File: src/rtl/cpu_boot_ctrl.sv
// cpu_boot_ctrl
// Boot sequencer for a small CPU: streams an instruction image and a data image
// into the CPU memories through their external ports, runs the CPU for a fixed
// cycle budget, optionally dumps data memory back out, then pulses done.
//
// Optional feature macro: CPU_BOOT_DUMP_EN
//    defined   -> DUMP phase streams data memory words out on out_*.
//    undefined -> no DUMP state; RUN goes straight to DONE; out_valid,
//                 out_data, ren_ext_2 and the read path are tied to 0.
//
// Ports
//    clk, arst_n          clock, asynchronous active-low reset
//    start                launch pulse, only honoured in IDLE
//    imem_len, dmem_len   image word counts (saturated to memory depth)
//    run_cycles           number of cycles the CPU enable stays high
//    in_valid/in_ready/in_data      image load stream (IMEM words, then DMEM)
//    out_valid/out_ready/out_data   data-memory dump stream
//    addr_ext, wen_ext, ren_ext, wdata_ext                   IMEM external port
//    addr_ext_2, wen_ext_2, ren_ext_2, wdata_ext_2, rdata_ext_2  DMEM external port
//    enable               CPU run enable
//    busy, done           status (busy outside IDLE, done one cycle at the end)
module cpu_boot_ctrl #(
   parameter int unsigned IMEM_WORDS = 512,
   parameter int unsigned DMEM_WORDS = 1024
) (
   input  logic        clk,
   input  logic        arst_n,
   input  logic        start,
   input  logic [9:0]  imem_len,
   input  logic [10:0] dmem_len,
   input  logic [31:0] run_cycles,
   input  logic        in_valid,
   output logic        in_ready,
   input  logic [31:0] in_data,
   output logic        out_valid,
   input  logic        out_ready,
   output logic [31:0] out_data,
   output logic [31:0] addr_ext,
   output logic        wen_ext,
   output logic        ren_ext,
   output logic [31:0] wdata_ext,
   output logic [31:0] addr_ext_2,
   output logic        wen_ext_2,
   output logic        ren_ext_2,
   output logic [31:0] wdata_ext_2,
   input  logic [31:0] rdata_ext_2,
   output logic        enable,
   output logic        busy,
   output logic        done
);

   localparam logic [31:0] IMEM_DEPTH = 32'(IMEM_WORDS);
   localparam logic [31:0] DMEM_DEPTH = 32'(DMEM_WORDS);

   typedef enum logic [2:0] {
      IDLE   = 3'd0,
      LOAD_I = 3'd1,
      LOAD_D = 3'd2,
      RUN    = 3'd3,
`ifdef CPU_BOOT_DUMP_EN
      DUMP   = 3'd4,
`endif
      DONE   = 3'd5
   } state_t;

   state_t      r_state;
   state_t      w_nextState;
   logic [31:0] r_cnt;
   logic [31:0] r_iLen;
   logic [31:0] r_dLen;
   logic [31:0] r_runCycles;
   logic [31:0] w_iLenSat;
   logic [31:0] w_dLenSat;
   logic        w_cntClr;
   logic        w_cntInc;

`ifdef CPU_BOOT_DUMP_EN
   logic        r_bufFull;
   logic        r_rdPend;
   logic [31:0] r_buf;
`endif

   // Picks the first phase, starting at position 'from' (0=LOAD_I, 1=LOAD_D,
   // 2=RUN, 3=DUMP), whose length or budget is non-zero. Empty phases are
   // skipped in the same transition; if everything is empty we land in DONE.
   function automatic state_t firstPhase(input int from, input logic iNz,
                                         input logic dNz, input logic rNz);
      state_t s;
      s = DONE;
`ifdef CPU_BOOT_DUMP_EN
      if (from <= 3 && dNz) s = DUMP;
`endif
      if (from <= 2 && rNz) s = RUN;
      if (from <= 1 && dNz) s = LOAD_D;
      if (from == 0 && iNz) s = LOAD_I;
      return s;
   endfunction

   assign w_iLenSat = ({22'd0, imem_len} > IMEM_DEPTH) ? IMEM_DEPTH : {22'd0, imem_len};
   assign w_dLenSat = ({21'd0, dmem_len} > DMEM_DEPTH) ? DMEM_DEPTH : {21'd0, dmem_len};

   // The CPU never reads instruction memory through this block.
   assign ren_ext = 1'b0;

   always_ff @(posedge clk or negedge arst_n) begin
      if (!arst_n) r_state <= IDLE;
      else         r_state <= w_nextState;
   end

   // r_cnt is shared by all phases: beat index while loading, elapsed cycles
   // while running, issued-read index while dumping. It is cleared on every
   // phase exit so each phase starts from 0.
   always_ff @(posedge clk or negedge arst_n) begin
      if (!arst_n) begin
         r_cnt       <= '0;
         r_iLen      <= '0;
         r_dLen      <= '0;
         r_runCycles <= '0;
      end else begin
         if (r_state == IDLE && start) begin
            r_iLen      <= w_iLenSat;
            r_dLen      <= w_dLenSat;
            r_runCycles <= run_cycles;
         end
         if (w_cntClr)      r_cnt <= '0;
         else if (w_cntInc) r_cnt <= r_cnt + 32'd1;
      end
   end

   always_comb begin
      w_nextState = r_state;
      w_cntClr    = 1'b0;
      w_cntInc    = 1'b0;
      in_ready    = 1'b0;
      wen_ext     = 1'b0;
      addr_ext    = '0;
      wdata_ext   = '0;
      wen_ext_2   = 1'b0;
      addr_ext_2  = '0;
      wdata_ext_2 = '0;
`ifdef CPU_BOOT_DUMP_EN
      ren_ext_2   = 1'b0;
`endif
      enable      = 1'b0;
      done        = 1'b0;
      busy        = (r_state != IDLE);
      case (r_state)
         IDLE: begin
            if (start)
               w_nextState = firstPhase(0, w_iLenSat != 0, w_dLenSat != 0, run_cycles != 0);
         end
         LOAD_I: begin
            in_ready = 1'b1;
            if (in_valid) begin
               wen_ext   = 1'b1;
               addr_ext  = {r_cnt[29:0], 2'b00};
               wdata_ext = in_data;
               if (r_cnt == r_iLen - 32'd1) begin
                  w_nextState = firstPhase(1, 1'b0, r_dLen != 0, r_runCycles != 0);
                  w_cntClr    = 1'b1;
               end else begin
                  w_cntInc = 1'b1;
               end
            end
         end
         LOAD_D: begin
            in_ready = 1'b1;
            if (in_valid) begin
               wen_ext_2   = 1'b1;
               addr_ext_2  = {r_cnt[29:0], 2'b00};
               wdata_ext_2 = in_data;
               if (r_cnt == r_dLen - 32'd1) begin
                  w_nextState = firstPhase(2, 1'b0, r_dLen != 0, r_runCycles != 0);
                  w_cntClr    = 1'b1;
               end else begin
                  w_cntInc = 1'b1;
               end
            end
         end
         RUN: begin
            // Budget is non-zero here (zero budgets skip RUN), so the
            // compare against budget-1 cannot underflow and r_cnt never wraps.
            enable = 1'b1;
            if (r_cnt == r_runCycles - 32'd1) begin
               w_nextState = firstPhase(3, 1'b0, r_dLen != 0, 1'b0);
               w_cntClr    = 1'b1;
            end else begin
               w_cntInc = 1'b1;
            end
         end
`ifdef CPU_BOOT_DUMP_EN
         DUMP: begin
            // One read in flight at most, and only into an empty buffer.
            if (!r_bufFull && !r_rdPend && (r_cnt != r_dLen)) begin
               ren_ext_2  = 1'b1;
               addr_ext_2 = {r_cnt[29:0], 2'b00};
               w_cntInc   = 1'b1;
            end
            // Once every read has been issued, the buffered word is the last.
            if (r_bufFull && out_ready && (r_cnt == r_dLen)) begin
               w_nextState = DONE;
               w_cntClr    = 1'b1;
            end
         end
`endif
         DONE: begin
            done        = 1'b1;
            w_nextState = IDLE;
         end
         default: w_nextState = IDLE;
      endcase
   end

`ifdef CPU_BOOT_DUMP_EN
   // Read data arrives one cycle after ren_ext_2 and lands in the one-entry
   // output buffer; the buffer drains on a handshake.
   always_ff @(posedge clk or negedge arst_n) begin
      if (!arst_n) begin
         r_rdPend  <= 1'b0;
         r_bufFull <= 1'b0;
         r_buf     <= '0;
      end else begin
         r_rdPend <= ren_ext_2;
         if (r_rdPend) begin
            r_buf     <= rdata_ext_2;
            r_bufFull <= 1'b1;
         end else if (r_bufFull && out_ready) begin
            r_bufFull <= 1'b0;
         end
      end
   end

   assign out_valid = r_bufFull;
   assign out_data  = r_buf;
`else
   logic w_unusedDumpInputs;
   assign w_unusedDumpInputs = ^{rdata_ext_2, out_ready, DMEM_DEPTH[0]};
   assign out_valid = 1'b0;
   assign out_data  = '0;
   assign ren_ext_2 = 1'b0;
`endif

endmodule

File: config.mk
export PLATFORM = sky130hd
export DESIGN_NAME = cpu_boot_ctrl
export DESIGN_NICKNAME = d
export VERILOG_FILES = /design/src/rtl/cpu_boot_ctrl.sv
export SDC_FILE = /design/constraint.sdc
export NUM_CORES = 1
export LEC_CHECK = 0
export CAP_MARGIN = 5
export CORE_AREA = 3 3 129 131
export DETAILED_ROUTE_END_ITERATION = 8
export DIE_AREA = 0 0 132 134
export GPL_TIMING_DRIVEN = 0
export PLACE_DENSITY = 0.87
export SETUP_SLACK_MARGIN = 0.05
export SLEW_MARGIN = 20
export SYNTH_ARGS = -nofsm -noshare
export SYNTH_HDL_FRONTEND = slang
export SYNTH_SLANG_ARGS = --single-unit
File: constraint.sdc
create_clock -name clk -period 6.9 [get_ports clk]
set_clock_uncertainty 0.1 [all_clocks]
set_input_delay 1.38 -clock clk [delete_from_list [all_inputs] [get_ports clk]]
set_output_delay 1.38 -clock clk [all_outputs]
set_load 0.01 [all_outputs]
==> impl_metrics.env, run 1 <==
export IMPL_r2r_end="r_cnt[23]"
export IMPL_finalHoldViolCount=0
export IMPL_crit_path_cell_trace="clkdlybuf4s50_1, nand2_1, nor3_1, clkbuf_1, clkbuf_1, and2_1, clkdlybuf4s50_1"
export IMPL_cts_buffers=9
export IMPL_dp_hpwl_um=19600
export IMPL_setup_violations=0
export IMPL_p_total_w=0.00336
export IMPL_cp_end_kind="primary output"
export IMPL_drtAntennaViolNets=0
export IMPL_route_detailed_drc=0
export IMPL_final_cell_area_um2=10500
export IMPL_dr_wl_met3_um=2040
export IMPL_ctsResizeCount=0
export IMPL_post_cts_buffers=0
export IMPL_num_rows=46
export IMPL_leakagePower_nw=4.07
export IMPL_nFillCells=1326
export IMPL_via_count=7905
export IMPL_fmax_mhz=185
export IMPL_max_slew_margin_rel=0.394
export IMPL_min_period_ns=5.40
export IMPL_fin_setup_tns_ns=0
export IMPL_cts_sinks=88
export IMPL_grt_max_degree=53
export IMPL_wl_met1_um=10300
export IMPL_track_usage=0.283
export IMPL_path_buf_inv=4
export IMPL_die_h_um=134
export IMPL_met2_length_um=12300
export IMPL_ys_warnings_count=0
export IMPL_ys_top_cells_by_area="dfrtp_1 (29%), and2_1 (9.3%), mux2_2 (5.5%)"
export IMPL_ys_async_sr_fraction=1.00
export IMPL_cts_tree="built"
export IMPL_synth_distinct_cells=75
export IMPL_drt_first_pass_iters=5
export IMPL_ios=291
export IMPL_ys_ff_latch=88
export IMPL_netlist_area_um2=7560
export IMPL_powerDensity_nw_per_um2=321
export IMPL_routed_via_density=5.62
export IMPL_core_area_um2=15700
export IMPL_grt_pass1_vias=7557
export IMPL_status="finished clean"
export IMPL_slowest_stage="clkdlybuf4s50_1"
export IMPL_worst_slew_pin_slew_ns=0.900
export IMPL_cp_slowest_stage_delay_ns=0.54
export IMPL_synth_top_cell_area_share=0.291
export IMPL_top_layer_used="met4"
export IMPL_synthFlopType="dfrtp_1"
export IMPL_clk_pin_slew_ns=0.07
export IMPL_synth_edff_count=0
export IMPL_yosysSeqAreaShare=0.291
export IMPL_grt_pass1_wl_um=40400
export IMPL_hold_end="r_iLen[1]"
export IMPL_grt_setup_unrepaired="false"
export IMPL_start_util=0.481
export IMPL_die_area_um2=17700
export IMPL_period_share=0.783
export IMPL_yosys_area_top_type="dfrtp_1"
export IMPL_htreeDepth=3
export IMPL_clock_root_buffer="clkbuf_16"
export IMPL_ctsHoldBuffers=0
export IMPL_drt_initial_drc_count=650
export IMPL_r2r_cells=16
export IMPL_port_buffer_count=217
export IMPL_syn_inst=919
export IMPL_drive_gt1_frac=0.112
export IMPL_die_width_um=132
export IMPL_grt_antenna_before_repair=0
export IMPL_required_ns=5.42
export IMPL_cap_violations=0
export IMPL_irDropWorstVdd_mv=0.197
export IMPL_worstSetupPathType="input pin to primary output"
export IMPL_wl_per_cell_um=18.0
export IMPL_min_path_type="register to register"
export IMPL_whs_ns=0.424
export IMPL_holdPathStages=2
export IMPL_drv_slew=0
export IMPL_hold_start="r_iLen[1]"
export IMPL_reg2reg_from="r_dLen[4]"
export IMPL_arrival_ns=3.92
export IMPL_wl_um=25300
export IMPL_reg2reg_slack_ns=2.50
export IMPL_cts_path_max_buffers=2
export IMPL_seq_area_um2=2200
export IMPL_path_max_fanout=10
export IMPL_synth_avg_cell_area_um2=8.22
export IMPL_dpl_instance_area_um2=10200
export IMPL_insertedDiodeCount=0
export IMPL_place_gp_congestion=0.949
export IMPL_critPathLaunchType="input pin"
export IMPL_area_delta_synth_final_pct=38.4
export IMPL_clock_latency_ns=0.36
export IMPL_cp_top_family="buffers and inverters"
export IMPL_multi_input_area_um2=4780
export IMPL_num_nets_final=1315
export IMPL_grt_ovfl_total=0
-- through the flow --
step / util / std cells / worst slack, ns
finish: 0.666 / 1407 / 1.50
global route: 0.666 / 1407 / 1.30
CTS: 0.666 / 1407 / 1.51
detailed placement: 0.647 / 1391 / 1.52
global placement: 0.646 / 1390 / 1.20
floorplan: - / 957 / 3.01
-- sequential cells by signal, indices dropped and copies added (netlist names) --
register     cells
r_state          3
r_cnt           32
r_runCycles     32
r_dLen          11
r_iLen          10
-- Yosys cell counts (4+ instances only) --
master,count
and2_1,112
dfrtp_1,88
clkbuf_1,52
nand2_1,51
nor2_1,49
xnor2_1,44
buf_4,41
mux2_2,37
o21ai_0,35
a21oi_1,34
nor4_1,32
nand3_1,30
nor3_1,27
nand4_1,24
inv_1,23
or4_1,23
xor2_1,20
or3_1,16
nand2b_1,15
o31ai_1,15
and3_1,12
buf_2,11
a22o_1,8
a31oi_1,8
ha_1,7
o22ai_1,6
a211oi_1,5
mux2i_1,5
o211ai_1,5
buf_1,4
-- tightest hold or removal path: cells and delay by family (launching register included) --
family / cells / cell delay [ns]
AO/OA/AOI/OAI: 1 / 0.06
flip-flops: 1 / 0.37
AND/OR/NAND/NOR: 1 / 0.05
-- cells in the final DEF (no fill, tap or decap), drive strengths merged, types with 12 or more instances in the layout --
cell / n
clkdlybuf4s50: 216
clkbuf: 65
buf: 61
nand3: 30
nor3: 29
a21oi: 36
nand4: 25
and2: 112
o31ai: 15
o21ai: 37
xnor2: 44
inv: 23
nand2: 51
mux2: 37
xor2: 20
nor4: 35
or4: 24
or3: 16
nand2b: 15
nor2: 49
dfrtp: 88
and3: 12
conb: 39
-- cell families (layout without fill, tap and decap cells) --
| kind of cell | after synthesis | after routing | share of synthesized area |
|---|---|---|---|
| simple gates | 422 | 422 | 0.326 |
| compound gates | 156 | 156 | 0.139 |
| buf+inv | 139 | 373 | 0.0950 |
| flops | 88 | 88 | 0.291 |
| xor+xnor | 64 | 64 | 0.0742 |
| mux | 42 | 42 | 0.0617 |
| fa+ha+maj | 7 | 7 | 0.0116 |
| other cells | 1 | 39 | 0.000496 |
-- how the worst max path moves through the flow --
stage | from | endpoint | slack [ns] | depth (start not counted)
after floorplan | in_valid | wdata_ext[22] | 3.01 | 5
after global placement | arst_n | r_cnt[28] | 1.20 | 1
after detailed placement | in_valid | addr_ext[17] | 1.52 | 7
after CTS | in_valid | addr_ext[16] | 1.51 | 7
after global routing | in_valid | addr_ext[16] | 1.30 | 7
final | in_valid | addr_ext[17] | 1.50 | 7
-- power breakdown --
| part | internal (W) | switching (W) | total [W] |
|---|---|---|---|
| Sequential | 0.000719 | 0.000250 | 0.000969 |
| Combinational | 0.000853 | 0.00104 | 0.00190 |
| Clock | 0.000281 | 0.000215 | 0.000495 |
| Total | 0.00185 | 0.00151 | 0.00336 |
-- metal layers --
metal	up-vias	global-route usage
met3	48	0.0525
met4	0	0.102
met1	3742	0.360
met2	362	0.484
met5	-	0
li1	3753	-
-- cell type report --
cell class / count / area share
clock inverter: 5 / 0.00550
tap: 216 / 0.0258
sequential: 88 / 0.211
buffer: 113 / 0.0593
clock buffer: 11 / 0.0223
multi-input combinational: 730 / 0.457
inverter: 26 / 0.00933
timing repair buffer: 218 / 0.210
Note: power is estimated with default switching activity, not from simulation.
==> run 2: changes to the inputs <==
- CORE_AREA: 3 3 129 131 -> 3 3 134 136
- DIE_AREA: 0 0 132 134 -> 0 0 137 139
- PLACE_DENSITY: 0.87 -> 0.81
- clock period: 6.9 -> 5.21 ns (I/O delays scaled with it)
==> run 2 against run 1 <==
Non-clock buffer count did not move; design area fell by 0.11%; die area rose by 7.7%; setup slack got worse by 1.2 ns; flip-flop and latch count did not move; wire length rose by 1.0%; utilization fell by 5.3 points; combinational power rose by 33%; via count fell by 0.29%; global-route usage fell by 2.0 points; clock power rose by 22%; critical endpoint unchanged.
==> impl_metrics.env, run 2 (synthesized netlist as in run 1, its figures left out) <==
export IMPL_status="finished clean"
export IMPL_cap_violations=0
export IMPL_num_nets_final=1315
export IMPL_dp_hpwl_um=19900
export IMPL_post_cts_buffers=0
export IMPL_via_count=7882
export IMPL_worstSetupPathType="input pin to primary output"
export IMPL_final_common_cell="clkdlybuf4s50_1"
export IMPL_path_max_fanout=10
export IMPL_grt_ovfl_total=0
export IMPL_min_path_type="register to register"
export IMPL_arrival_ns=3.73
export IMPL_reg_top3="r_cnt x32, r_runCycles x32, r_dLen x11"
export IMPL_holdPathStages=2
export IMPL_layout_common_cells="clkdlybuf4s50_1 (216), and2_1 (112), dfrtp_1 (88), clkbuf_1 (55), nand2_1 (51)"
export IMPL_ctsResizeCount=0
export IMPL_wl_um=25500
export IMPL_clock_root_buffer="clkbuf_16"
export IMPL_period_share=0.935
export IMPL_powerDensity_nw_per_um2=422
export IMPL_fin_setup_tns_ns=0
export IMPL_track_usage=0.263
export IMPL_r2r_cells=16
export IMPL_port_buffer_count=217
export IMPL_min_period_ns=4.87
export IMPL_routed_via_density=5.57
export IMPL_core_area_um2=17100
export IMPL_hold_start="r_iLen[1]"
export IMPL_start_util=0.443
export IMPL_route_detailed_drc=0
export IMPL_worst_slew_pin_slew_ns=0.901
export IMPL_critPathLaunchType="input pin"
export IMPL_grt_max_degree=53
export IMPL_grt_pass1_vias=7405
export IMPL_cp_slowest_stage_delay_ns=0.55
export IMPL_cts_tree="built"
export IMPL_finalHoldViolCount=0
export IMPL_max_slew_margin_rel=0.394
export IMPL_die_area_um2=19000
export IMPL_grt_setup_unrepaired="false"
export IMPL_nFillCells=1516
export IMPL_reg2reg_from="r_dLen[4]"
export IMPL_insertedDiodeCount=0
export IMPL_cts_buffers=9
export IMPL_grt_pass1_wl_um=39800
export IMPL_final_util=0.613
export IMPL_cts_sinks=88
export IMPL_drtAntennaViolNets=0
export IMPL_cts_path_max_buffers=2
export IMPL_clock_latency_ns=0.36
export IMPL_hold_end="r_iLen[1]"
export IMPL_path_buf_inv=4
export IMPL_grtUsageMet2=0.419
export IMPL_drv_slew=0
export IMPL_drt_initial_drc_count=667
export IMPL_leakagePower_nw=4.06
export IMPL_die_h_um=139
export IMPL_cp_startpoint="in_valid"
export IMPL_cp_end_kind="primary output"
export IMPL_required_ns=4.07
export IMPL_crit_path_cell_trace="clkdlybuf4s50_1, nand2_1, nor3_1, clkbuf_1, clkbuf_1, and2_1, clkdlybuf4s50_1"
export IMPL_die_width_um=137
export IMPL_slowest_stage="clkdlybuf4s50_1"
export IMPL_clk_pin_slew_ns=0.06
export IMPL_grt_util_met3=0.0584
export IMPL_num_rows=48
export IMPL_grt_use_met1=0.355
export IMPL_fmax_mhz=205
export IMPL_cp_top_family="buffers and inverters"
export IMPL_htreeDepth=3
export IMPL_ctsHoldBuffers=0
export IMPL_ios=291
export IMPL_wl_per_cell_um=18.0
export IMPL_drive_gt1_frac=0.111
export IMPL_irDropWorstVdd_mv=0.300
export IMPL_place_gp_congestion=0.984
export IMPL_drt_first_pass_iters=5
export IMPL_area_delta_synth_final_pct=38.2
export IMPL_grt_antenna_before_repair=0
export IMPL_r2r_end="r_cnt[15]"
export IMPL_setup_violations=0
export IMPL_reg2reg_slack_ns=0.81
export IMPL_busiest_layer="met2"
run 2: cell count changes in the layout (fill, tap and decap cells not counted):
cell | previous run | this run
bufinv_16 | 1 | 0
clkinvlp_4 | 0 | 1
clkbuf_1 | 54 | 55
clkinv_4 | 2 | 0
clkbuf_8 | 0 | 1
run 2: worst max-delay path by stage:
stage / end / cells past startpoint / slack [ns]
3_5_place_dp: addr_ext[17] / 7 / 0.40
4_1_cts: addr_ext[17] / 7 / 0.39
2_1_floorplan: r_cnt[2] / 14 / 1.67
5_1_grt: addr_ext[17] / 7 / 0.26
6_report: addr_ext[17] / 7 / 0.34
3_3_place_gp: r_cnt[18] / 1 / -0.24
run 2: stage by stage:
stage	hold slack (ns)	cells	power [W]	instance area (um^2)	setup WS, ns
after global routing	0.462	1416	0.00474	10400	0.264
after global placement	0.415	1399	0.00368	10200	-0.244
after CTS	0.446	1416	0.00437	10400	0.386
after detailed placement	0.432	1400	0.00375	10200	0.397
final	0.440	1416	0.00441	10400	0.339
after floorplan	0.391	957	0.00303	7700	1.67
run 2: area by class of cell:
class	count	area, um^2	area share
sequential	88	2200	0.211
multi-input combinational	730	4780	0.458
buffer	113	621	0.0594
tap	225	282	0.0269
clock inverter	3	17.5	0.00168
timing repair buffer	218	2200	0.210
clock buffer	13	250	0.0240
inverter	26	97.6	0.00934
run 2: where the power goes:
| part | switching, W | leakage, nW | internal (W) |
|---|---|---|---|
| sequential | 0.000337 | 1.05 | 0.000953 |
| combinational | 0.00139 | 2.88 | 0.00113 |
| clock | 0.000271 | 0.130 | 0.000335 |
run 2: layer usage:
metal  wire [um]  part of all wire  vias to the layer above
li1            -                 -                     3741
met1       10600              0.42                     3720
met2       12100              0.47                      368
met3        2130             0.083                       53
met4         679             0.027                        0
met5           0                 0                        -
run 2: worst min-delay path: cells and delay by family, from the launching register on:
kind             cells  cell delay (ns)
AND/OR/NAND/NOR      1             0.06
AO/OA/AOI/OAI        1             0.06
flip-flops           1             0.39
